--- src/rtl/fft_pkg.sv ---
// Shared fixed-point helpers for SDF pipeline stages: widths, limits, saturating negate.
// Purely combinational definitions, zero latency.
// No flow control.
package fft_pkg;
    localparam int INTEGER_SIZE_DEF = 6;
    localparam int FRACT_SIZE_DEF = 12;
    localparam int NEG_W = 64;

    localparam logic DIR_FFT = 1'b0;
    localparam logic DIR_IFFT = 1'b1;

    function automatic int data_width(input int integer_size, input int fract_size);
        return integer_size + fract_size;
    endfunction

    localparam int DATA_WIDTH = data_width(INTEGER_SIZE_DEF, FRACT_SIZE_DEF);

    typedef logic signed [NEG_W-1:0] wide_t;

    typedef struct packed {
        wide_t value;
        logic  sat;
    } neg_t;

    function automatic wide_t max_pos(input int w);
        wide_t one;
        one = wide_t'(1);
        return (one <<< (w - 1)) - one;
    endfunction

    function automatic wide_t max_neg(input int w);
        return -max_pos(w) - wide_t'(1);
    endfunction

    localparam wide_t MAX_POS = max_pos(DATA_WIDTH);
    localparam wide_t MAX_NEG = max_neg(DATA_WIDTH);

    // Operates on a sign-extended sample so one helper serves every width.
    function automatic neg_t sat_neg(input wide_t x, input int w);
        neg_t res;
        if (x == max_neg(w)) begin
            res.value = max_pos(w);
            res.sat   = 1'b1;
        end else begin
            res.value = -x;
            res.sat   = 1'b0;
        end
        return res;
    endfunction
endpackage

--- src/rtl/delay_unit.sv ---
// Single register stage used to build fixed-latency delay lines.
// Latency 1 cycle.
// No backpressure; free-running.
module delay_unit #(
    parameter int WIDTH = 1
) (
    input  logic             clk,
    input  logic             rst,
    input  logic [WIDTH-1:0] d,
    output logic [WIDTH-1:0] q
);
    always_ff @(posedge clk or posedge rst) begin
        if (rst)
            q <= '0;
        else
            q <= d;
    end
endmodule

--- src/rtl/sdf_trivial_rotator.sv ---
// SDF trivial twiddle stage: identity or +/-j rotation on the last quarter of each block.
// Latency PIPE_STAGES cycles; sat_flag updates one cycle after the input.
// No backpressure; accepts one sample per cycle, gaps freeze the schedule.
module sdf_trivial_rotator
    import fft_pkg::*;
#(
    parameter int INTEGER_SIZE = 6,
    parameter int FRACT_SIZE   = 12,
    parameter int BLOCK        = 64,
    parameter int PIPE_STAGES  = 1,
    localparam int DATA_WIDTH  = data_width(INTEGER_SIZE, FRACT_SIZE)
) (
    input  logic                  clk,
    input  logic                  rst,
    input  logic                  in_valid,
    input  logic                  in_sof,
    input  logic                  in_dir,
    input  logic                  in_bypass,
    input  logic [DATA_WIDTH-1:0] in_r,
    input  logic [DATA_WIDTH-1:0] in_i,
    output logic                  out_valid,
    output logic                  out_sof,
    output logic [DATA_WIDTH-1:0] out_r,
    output logic [DATA_WIDTH-1:0] out_i,
    output logic                  sat_flag
);
    localparam int CNT_W = $clog2(BLOCK);
    localparam logic [CNT_W-1:0] ROT_START = CNT_W'(3 * BLOCK / 4);

    if (PIPE_STAGES < 1 || PIPE_STAGES > 4) begin : g_bad_pipe
        $error("PIPE_STAGES must be in 1..4");
    end
    if (BLOCK < 4 || (BLOCK & (BLOCK - 1)) != 0) begin : g_bad_block
        $error("BLOCK must be a power of two >= 4");
    end

    logic [CNT_W-1:0]      cnt;
    logic [CNT_W-1:0]      eff_cnt;
    logic                  dir_q;
    logic                  dir_eff;
    logic                  sof_vld;
    logic                  rot;
    logic                  sat_evt;
    logic [DATA_WIDTH-1:0] res_r;
    logic [DATA_WIDTH-1:0] res_i;
    neg_t                  neg_r;
    neg_t                  neg_i;
    logic                  unused_neg_hi;

    // A sof sample restarts the schedule and takes the direction presented with it.
    assign sof_vld = in_valid && in_sof;
    assign eff_cnt = sof_vld ? '0 : cnt;
    assign dir_eff = sof_vld ? in_dir : dir_q;
    assign rot     = (eff_cnt >= ROT_START) && !in_bypass;

    assign neg_r = sat_neg(wide_t'($signed(in_r)), DATA_WIDTH);
    assign neg_i = sat_neg(wide_t'($signed(in_i)), DATA_WIDTH);
    assign unused_neg_hi = ^{neg_r.value[NEG_W-1:DATA_WIDTH], neg_i.value[NEG_W-1:DATA_WIDTH]};

    always_comb begin
        res_r   = in_r;
        res_i   = in_i;
        sat_evt = 1'b0;
        if (rot) begin
            if (dir_eff == DIR_IFFT) begin
                res_r   = neg_i.value[DATA_WIDTH-1:0];
                res_i   = in_r;
                sat_evt = in_valid && neg_i.sat;
            end else begin
                res_r   = in_i;
                res_i   = neg_r.value[DATA_WIDTH-1:0];
                sat_evt = in_valid && neg_r.sat;
            end
        end
    end

    always_ff @(posedge clk or posedge rst) begin
        if (rst) begin
            cnt      <= '0;
            dir_q    <= DIR_IFFT;
            sat_flag <= 1'b0;
        end else if (in_valid) begin
            cnt <= eff_cnt + CNT_W'(1);
            if (in_sof) begin
                dir_q    <= in_dir;
                sat_flag <= sat_evt;
            end else if (sat_evt) begin
                sat_flag <= 1'b1;
            end
        end
    end

    logic [DATA_WIDTH-1:0] r_stg   [PIPE_STAGES+1];
    logic [DATA_WIDTH-1:0] i_stg   [PIPE_STAGES+1];
    logic                  vld_stg [PIPE_STAGES+1];
    logic                  sof_stg [PIPE_STAGES+1];

    assign r_stg[0]   = res_r;
    assign i_stg[0]   = res_i;
    assign vld_stg[0] = in_valid;
    assign sof_stg[0] = sof_vld;

    for (genvar s = 0; s < PIPE_STAGES; s++) begin : g_pipe
        delay_unit #(.WIDTH(DATA_WIDTH)) u_r (.clk(clk), .rst(rst), .d(r_stg[s]), .q(r_stg[s+1]));
        delay_unit #(.WIDTH(DATA_WIDTH)) u_i (.clk(clk), .rst(rst), .d(i_stg[s]), .q(i_stg[s+1]));
        delay_unit #(.WIDTH(1)) u_vld (.clk(clk), .rst(rst), .d(vld_stg[s]), .q(vld_stg[s+1]));
        delay_unit #(.WIDTH(1)) u_sof (.clk(clk), .rst(rst), .d(sof_stg[s]), .q(sof_stg[s+1]));
    end

    assign out_r     = r_stg[PIPE_STAGES];
    assign out_i     = i_stg[PIPE_STAGES];
    assign out_valid = vld_stg[PIPE_STAGES];
    assign out_sof   = sof_stg[PIPE_STAGES];
endmodule

--- config.mk ---
export PLATFORM = sky130hd
export DESIGN_NAME = sdf_trivial_rotator
export DESIGN_NICKNAME = d
export VERILOG_FILES = /design/src/rtl/fft_pkg.sv /design/src/rtl/delay_unit.sv /design/src/rtl/sdf_trivial_rotator.sv
export SDC_FILE = /design/constraint.sdc
export NUM_CORES = 1
export LEC_CHECK = 0
export CAP_MARGIN = 30
export CORE_MARGIN = 5
export CORE_UTILIZATION = 48
export CTS_BUF_LIST = sky130_fd_sc_hd__clkbuf_2
export DETAILED_ROUTE_END_ITERATION = 6
export GPL_TIMING_DRIVEN = 0
export PLACE_DENSITY_LB_ADDON = 0.25
export SKIP_CTS_REPAIR_TIMING = 1
export SLEW_MARGIN = 10
export SYNTH_ARGS = -nofsm -noshare
export SYNTH_HDL_FRONTEND = slang
export SYNTH_HIERARCHICAL = 1
export SYNTH_SLANG_ARGS = --single-unit
--- constraint.sdc ---
create_clock -name clk -period 2.3 [get_ports clk]
set_clock_uncertainty 0.05 [all_clocks]
set_input_delay 0.575 -clock clk [delete_from_list [all_inputs] [get_ports clk]]
set_output_delay 0.575 -clock clk [all_outputs]
set_load 0.05 [all_outputs]
# Word-level counts from Yosys, hierarchy flattened
# Index checks and enable logic that the tools add are counted.
dict set report word_totals {
  register_bits 46
  latch_bits 0
  mem_bits_rw 0
  romBits 0
  inputBits 42
  output_inout_bits 39
  elab_cells 33
  memories 0
}
dict set report op_classes {
  n_addsub 3
  n_mul 0
  div_mod_pow 0
  order_cmp 1
  eq_ne 2
  shifts 0
  muxes 12
  bitwise 0
  n_reduce_logical 8
}
# operator n
set op_table {}
lappend op_table {{18-bit two-way mux} 4}
lappend op_table {{19-bit two-way mux} 2}
lappend op_table {{18-bit equality test, second input constant} 2}
lappend op_table {{18-bit negation} 2}
lappend op_table {{6-bit by 1-bit adder with 6-bit output, second input constant} 1}
lappend op_table {{6-bit >= comparator, second input constant} 1}
lappend op_table {{6-bit two-way mux} 1}
lappend op_table {{1-bit two-way mux} 5}
lappend op_table {{1-bit logical AND} 4}
lappend op_table {{2-bit AND reduction} 2}
lappend op_table {{2-bit nonzero test} 1}
lappend op_table {{1-bit logical NOT} 1}

# Logic depth before layout (Yosys ltp)
dict set report logic_depth {
  depth_word 7
  depth_mapped 9
  mapped_depth_nobuf 7
}

# Modules after synthesis
# The synthesis kept the hierarchy.
# mod instances cells_each area_each_um2 seq_area_each_um2
set by_module_without_submodules {}
lappend by_module_without_submodules {sdf_trivial_rotator 1 242 1574.0 201.4}
lappend by_module_without_submodules {{delay_unit at g_pipe[0].u_i ...} 2 19 454.2 450.4}
lappend by_module_without_submodules {{delay_unit at g_pipe[0].u_sof ...} 2 2 28.8 25.0}

# Worst setup path after synthesis
# No wires, ideal clock.
dict set report synth_timing {
  path_kind {input to register}
  from {in in_i[0]}
  to {reg g_pipe[0].u_r.q[9]}
  setup_ps 77
  arrival_time_ps 2288
  required_ps 2173
  setup_slack_ps -115
  stages 7
  n_path_buf 1
  path_cell_list {inv_1 -> ha_1 -> or4b_2 -> nor4_1 -> a21oi_1 -> clkbuf_1 -> a21oi_1}
}
dict set report synth_between {
  elab_chain_cells 4
  word_cells_on_any_way 5
  cone_classes {1 x add/sub; 1 x eq/ne; 3 x mux}
}
# item line_no
set synth_lines {}
lappend synth_lines {{from (decl)} sdf_trivial_rotator.sv:20} ;# input logic [DATA_WIDTH-1:0] in_i,
lappend synth_lines {{18-bit negation / 18-bit equality test (equally long branches)} {fft_pkg.sv:45, fft_pkg.sv:41}}
lappend synth_lines {{19-bit two-way mux *} fft_pkg.sv:41} ;# if (x == max_neg(w)) begin
lappend synth_lines {{18-bit two-way mux *} sdf_trivial_rotator.sv:65} ;# if (dir_eff == DIR_IFFT) begin
lappend synth_lines {{18-bit two-way mux *} sdf_trivial_rotator.sv:64} ;# if (rot) begin
lappend synth_lines {{named net res_r[9]} sdf_trivial_rotator.sv:44} ;# logic [DATA_WIDTH-1:0] res_r;
lappend synth_lines {{to (signal assigned)} delay_unit.sv:14} ;# q <= '0;
lappend synth_lines {{to (signal assigned)} delay_unit.sv:16} ;# q <= d;
lappend synth_lines {{to (decl)} delay_unit.sv:10} ;# output logic [WIDTH-1:0] q
# The timed path passes the listed nets; every way through them passes the cells marked *.
# A chain may end at the register's enable or synchronous reset.

# Worst setup path in the final report
dict set report layout_timing {
  from {in in_i[6]}
  to {reg g_pipe[0].u_r.q[16]}
}
# The elaborated chain is that of the path after synthesis.

==> run summary <==
CTS sink cnt -> 46
Worst EP required -> 2.56 ns
Reg area -> 1150 sq um
CP cell instances -> clkdlybuf4s50_1, or4_4, nor4_4, buf_4, nor2b_1, o31a_1, o21ai_0
worst path buffer plus inverter count -> 2
Congestion Overflow GR -> 0
Max Slew Vio Count -> 0
failing checks -> negative setup slack
max-cap check violation count -> 0
Period minus WS final -> 2.34 ns
adder-cell share of the synthesized area -> 0.0148
Die ar. -> 6850 sq um
Fmax -> 428 MHz
vias in the first global route -> 2,432
wire length per cell -> 17.5 um
TritonRoute pass-1 iters -> 4
synthesized area -> 2540 sq um
Core Area -> 5140 sq um
largest family of logic cells by synthesized area -> simple AND/OR/NAND/NOR gates
Pleak -> 1.90 nW
pwr/cell area -> 521 nW/um^2
YS warnings -> 6
Ports -> 81
worst reg2reg setup slack -> 0.31 ns
IO buf count -> 79
met2 wire length -> 4.04 mm
RSZ-0062 raised after global routing -> true
drt total wl -> 7.89 mm
synthesized instance count -> 284
syn_nets -> 329
CP Launch Type -> input port
DRT met1 WL -> 3.01 mm
final setup vio count -> 13
CP Max Fanout -> 5
share of the yosys chip area belonging to registers -> 0.454
post-route setup slack -> -0.0360 ns
Net count, final -> 426
met3 wire length -> 659 um
htree depth -> 2
post-route insts no fill -> 452
delay-heaviest family, CP -> simple AND/OR/NAND/NOR gates
TritonCTS buffer count -> 5
DRC violations left -> 0
Compound-Gate Fraction of Synth Area -> 0.172
Die Wd -> 82.7 um
CP Data Arrival Time -> 2.59 ns
Post-Place Cells -> 433
largest net degree at the start of global routing -> 19
gpl congestion -> 0.847
Row Count -> 26
XOR/XNOR Fraction of Synth Area -> 0.103
Starting Density -> 0.494
filler instances -> 390
share of layout cells above drive strength 1 -> 0.170
Avg Inst Size Synth -> 8.94 sq um
post-synthesis mux area share -> 0.0123
worst-margin pin slew -> 0.777 ns
global-route wire length before repair -> 12.0 mm
Post-DRT Antenna Nets -> 0
min-delay worst type -> in -> async
Critical Path Max Stage Delay -> 0.60 ns
CTS Buffer Depth -> 2
simple-gate portion of the synthesized area -> 0.200
initial antenna violation count -> 0
crit path capture type -> register
WS Path Type -> in -> reg
max-slew headroom at the worst pin -> 0.482
clk slew on worst S/H paths -> 0.24 ns
Diodes inserted -> 0
1st-iter DRT viols -> 189
DR vias -> 2,523
DR top layer -> met4
Fin. Hold Viols -> 0
Max stage delay cell, worst path -> or4_4
Skew-Pair Late Insertion Delay -> 0.43 ns
synth unique cells -> 44
Period Utilization, post-route -> 1.02
area of the multi-input gates -> 1410 sq um
synth-to-layout area growth -> 49.8%
maximum vdd drop -> 0.000469 V
synthesis-stage register bit count -> 46
worst hold slack -> 0.276 ns
vias per cell -> 5.58
chip height -> 82.7 um
CTS root buf -> clkbuf_2
CTS tree -> yes
GRT Total Usage -> 0.232
half-perimeter wire length after placement -> 5.60 mm
outcome -> finished with violations
-- area by class of cell --
| type | instances | share of cell area |
|---|---|---|
| flip-flops and latches | 46 | 0.303 |
| multi-input cells | 211 | 0.370 |
| clock inverters | 3 | 0.0105 |
| inverters | 14 | 0.0138 |
| plain buffers | 12 | 0.0207 |
| clock buffers | 5 | 0.00658 |
| well taps | 70 | 0.0230 |
| repair buffers | 91 | 0.253 |
-- worst paths after layout --
check | startpoint | end | cells after the start
worst max register to register | dir_q | g_pipe[0].u_r/q[9] | 7
max in group asynchronous | rst | g_pipe[0].u_r/q[14] | 2
min in group clk | in_r[10] | g_pipe[0].u_r/q[10] | 3
worst min register to register | cnt[3] | cnt[3] | 1
worst min-delay path | rst | g_pipe[0].u_sof/q | 2
worst max-delay path | in_i[6] | g_pipe[0].u_r/q[16] | 7
-- flip-flops by register name, indices dropped and copies added (netlist names) --
name	flops
cnt	6
dir_q	1
g_pipe.u_i/q	18
g_pipe.u_r/q	18
g_pipe.u_sof/q	1
g_pipe.u_vld/q	1
sat_flag	1
-- cell usage in the layout, fill, tap and decap left out, types with 4 or more instances in the layout --
cell | Yosys | layout
a21oi_1 | 37 | 29
a21oi_2 | 0 | 7
a31oi_1 | 5 | 5
buf_4 | 0 | 13
clkbuf_2 | 0 | 14
clkdlybuf4s50_1 | 0 | 39
dfrtp_1 | 45 | 45
dlymetal6s2s_1 | 0 | 37
inv_1 | 14 | 11
nand2_1 | 10 | 9
nand2b_1 | 4 | 4
nor2_1 | 54 | 51
nor3_1 | 9 | 8
o21ai_0 | 10 | 9
or3_1 | 4 | 4
or4_4 | 1 | 4
xnor2_1 | 21 | 21
xor2_1 | 9 | 9
-- cell families after synthesis --
family                     Yosys count
xor gates and xnor gates            30
AOI/OAI and AO/OA                   72
buffers and inverters               27
adders and majority gates            3
and+or+nand+nor                    103
DFF                                 46
muxes                                3
-- report_power, final --
| group | switching [mW] | internal, mW | total, mW |
|---|---|---|---|
| Clock | 0.263 | 0.180 | 0.444 |
| Combinational | 0.377 | 0.263 | 0.641 |
| Sequential | 0.0279 | 0.869 | 0.897 |
-- worst reg2reg max path, delay by kind of cell (launching register included) --
family	cells	cell delay, ns
DFF	1	0.57
AOI/OAI and AO/OA	3	0.54
buffers and inverters	2	0.47
xor gates and xnor gates	1	0.16
and+or+nand+nor	1	0.12
-- layer usage --
metal,up-vias,track usage
li1,1183,-
met5,-,0
met3,16,0.0564
met4,0,0.0523
met1,1208,0.293
met2,116,0.402
-- cells in the mapped netlist (all sizes together) --
cell type	n	area share
a41o	1	0.0039
a22o	1	0.0034
or3	4	0.0099
and3	2	0.0049
o21ai	10	0.020
xor2	9	0.031
o211ai	2	0.0059
dfrtp	45	0.44
mux2i	2	0.0079
xnor2	21	0.072
o31a	2	0.0069
nand2b	4	0.0099
nand3	1	0.0020
nand4	2	0.0049
buf	2	0.0064
ha	3	0.015
or4b	2	0.0094
o311ai	1	0.0034
a31oi	5	0.012
a21oi	37	0.073
dfstp	1	0.010
nor4	4	0.016
o31ai	2	0.0059
a21boi	1	0.0030
clkbuf	11	0.016
a32o	2	0.0079
nor3	9	0.018
nand2	10	0.015
inv	14	0.021
nor2b	3	0.0074
nor2	55	0.082
o41ai	3	0.010
a41oi	1	0.0034
mux2	1	0.0044
or4	5	0.016
o211a	1	0.0039
a22oi	2	0.0059
and2	2	0.0049
a2111oi	1	0.0034
-- per-stage QoR --
stage                     worst slack, ns  cell area (sq um)  setup TNS [ns]   util  total power [mW]
final                             -0.0360               3800          -0.188  0.740              1.98
after global routing              -0.0930               3800           -1.18  0.740              2.09
after CTS                          -0.491               3510          -13.59  0.684              1.96
after detailed placement           -0.949               3450          -31.55  0.671              1.52
after global placement             -0.896               3450          -29.70  0.671              1.50
after floorplan                   -0.0669               2570          -0.731      -              1.28
(Power assumes the default switching activity.)
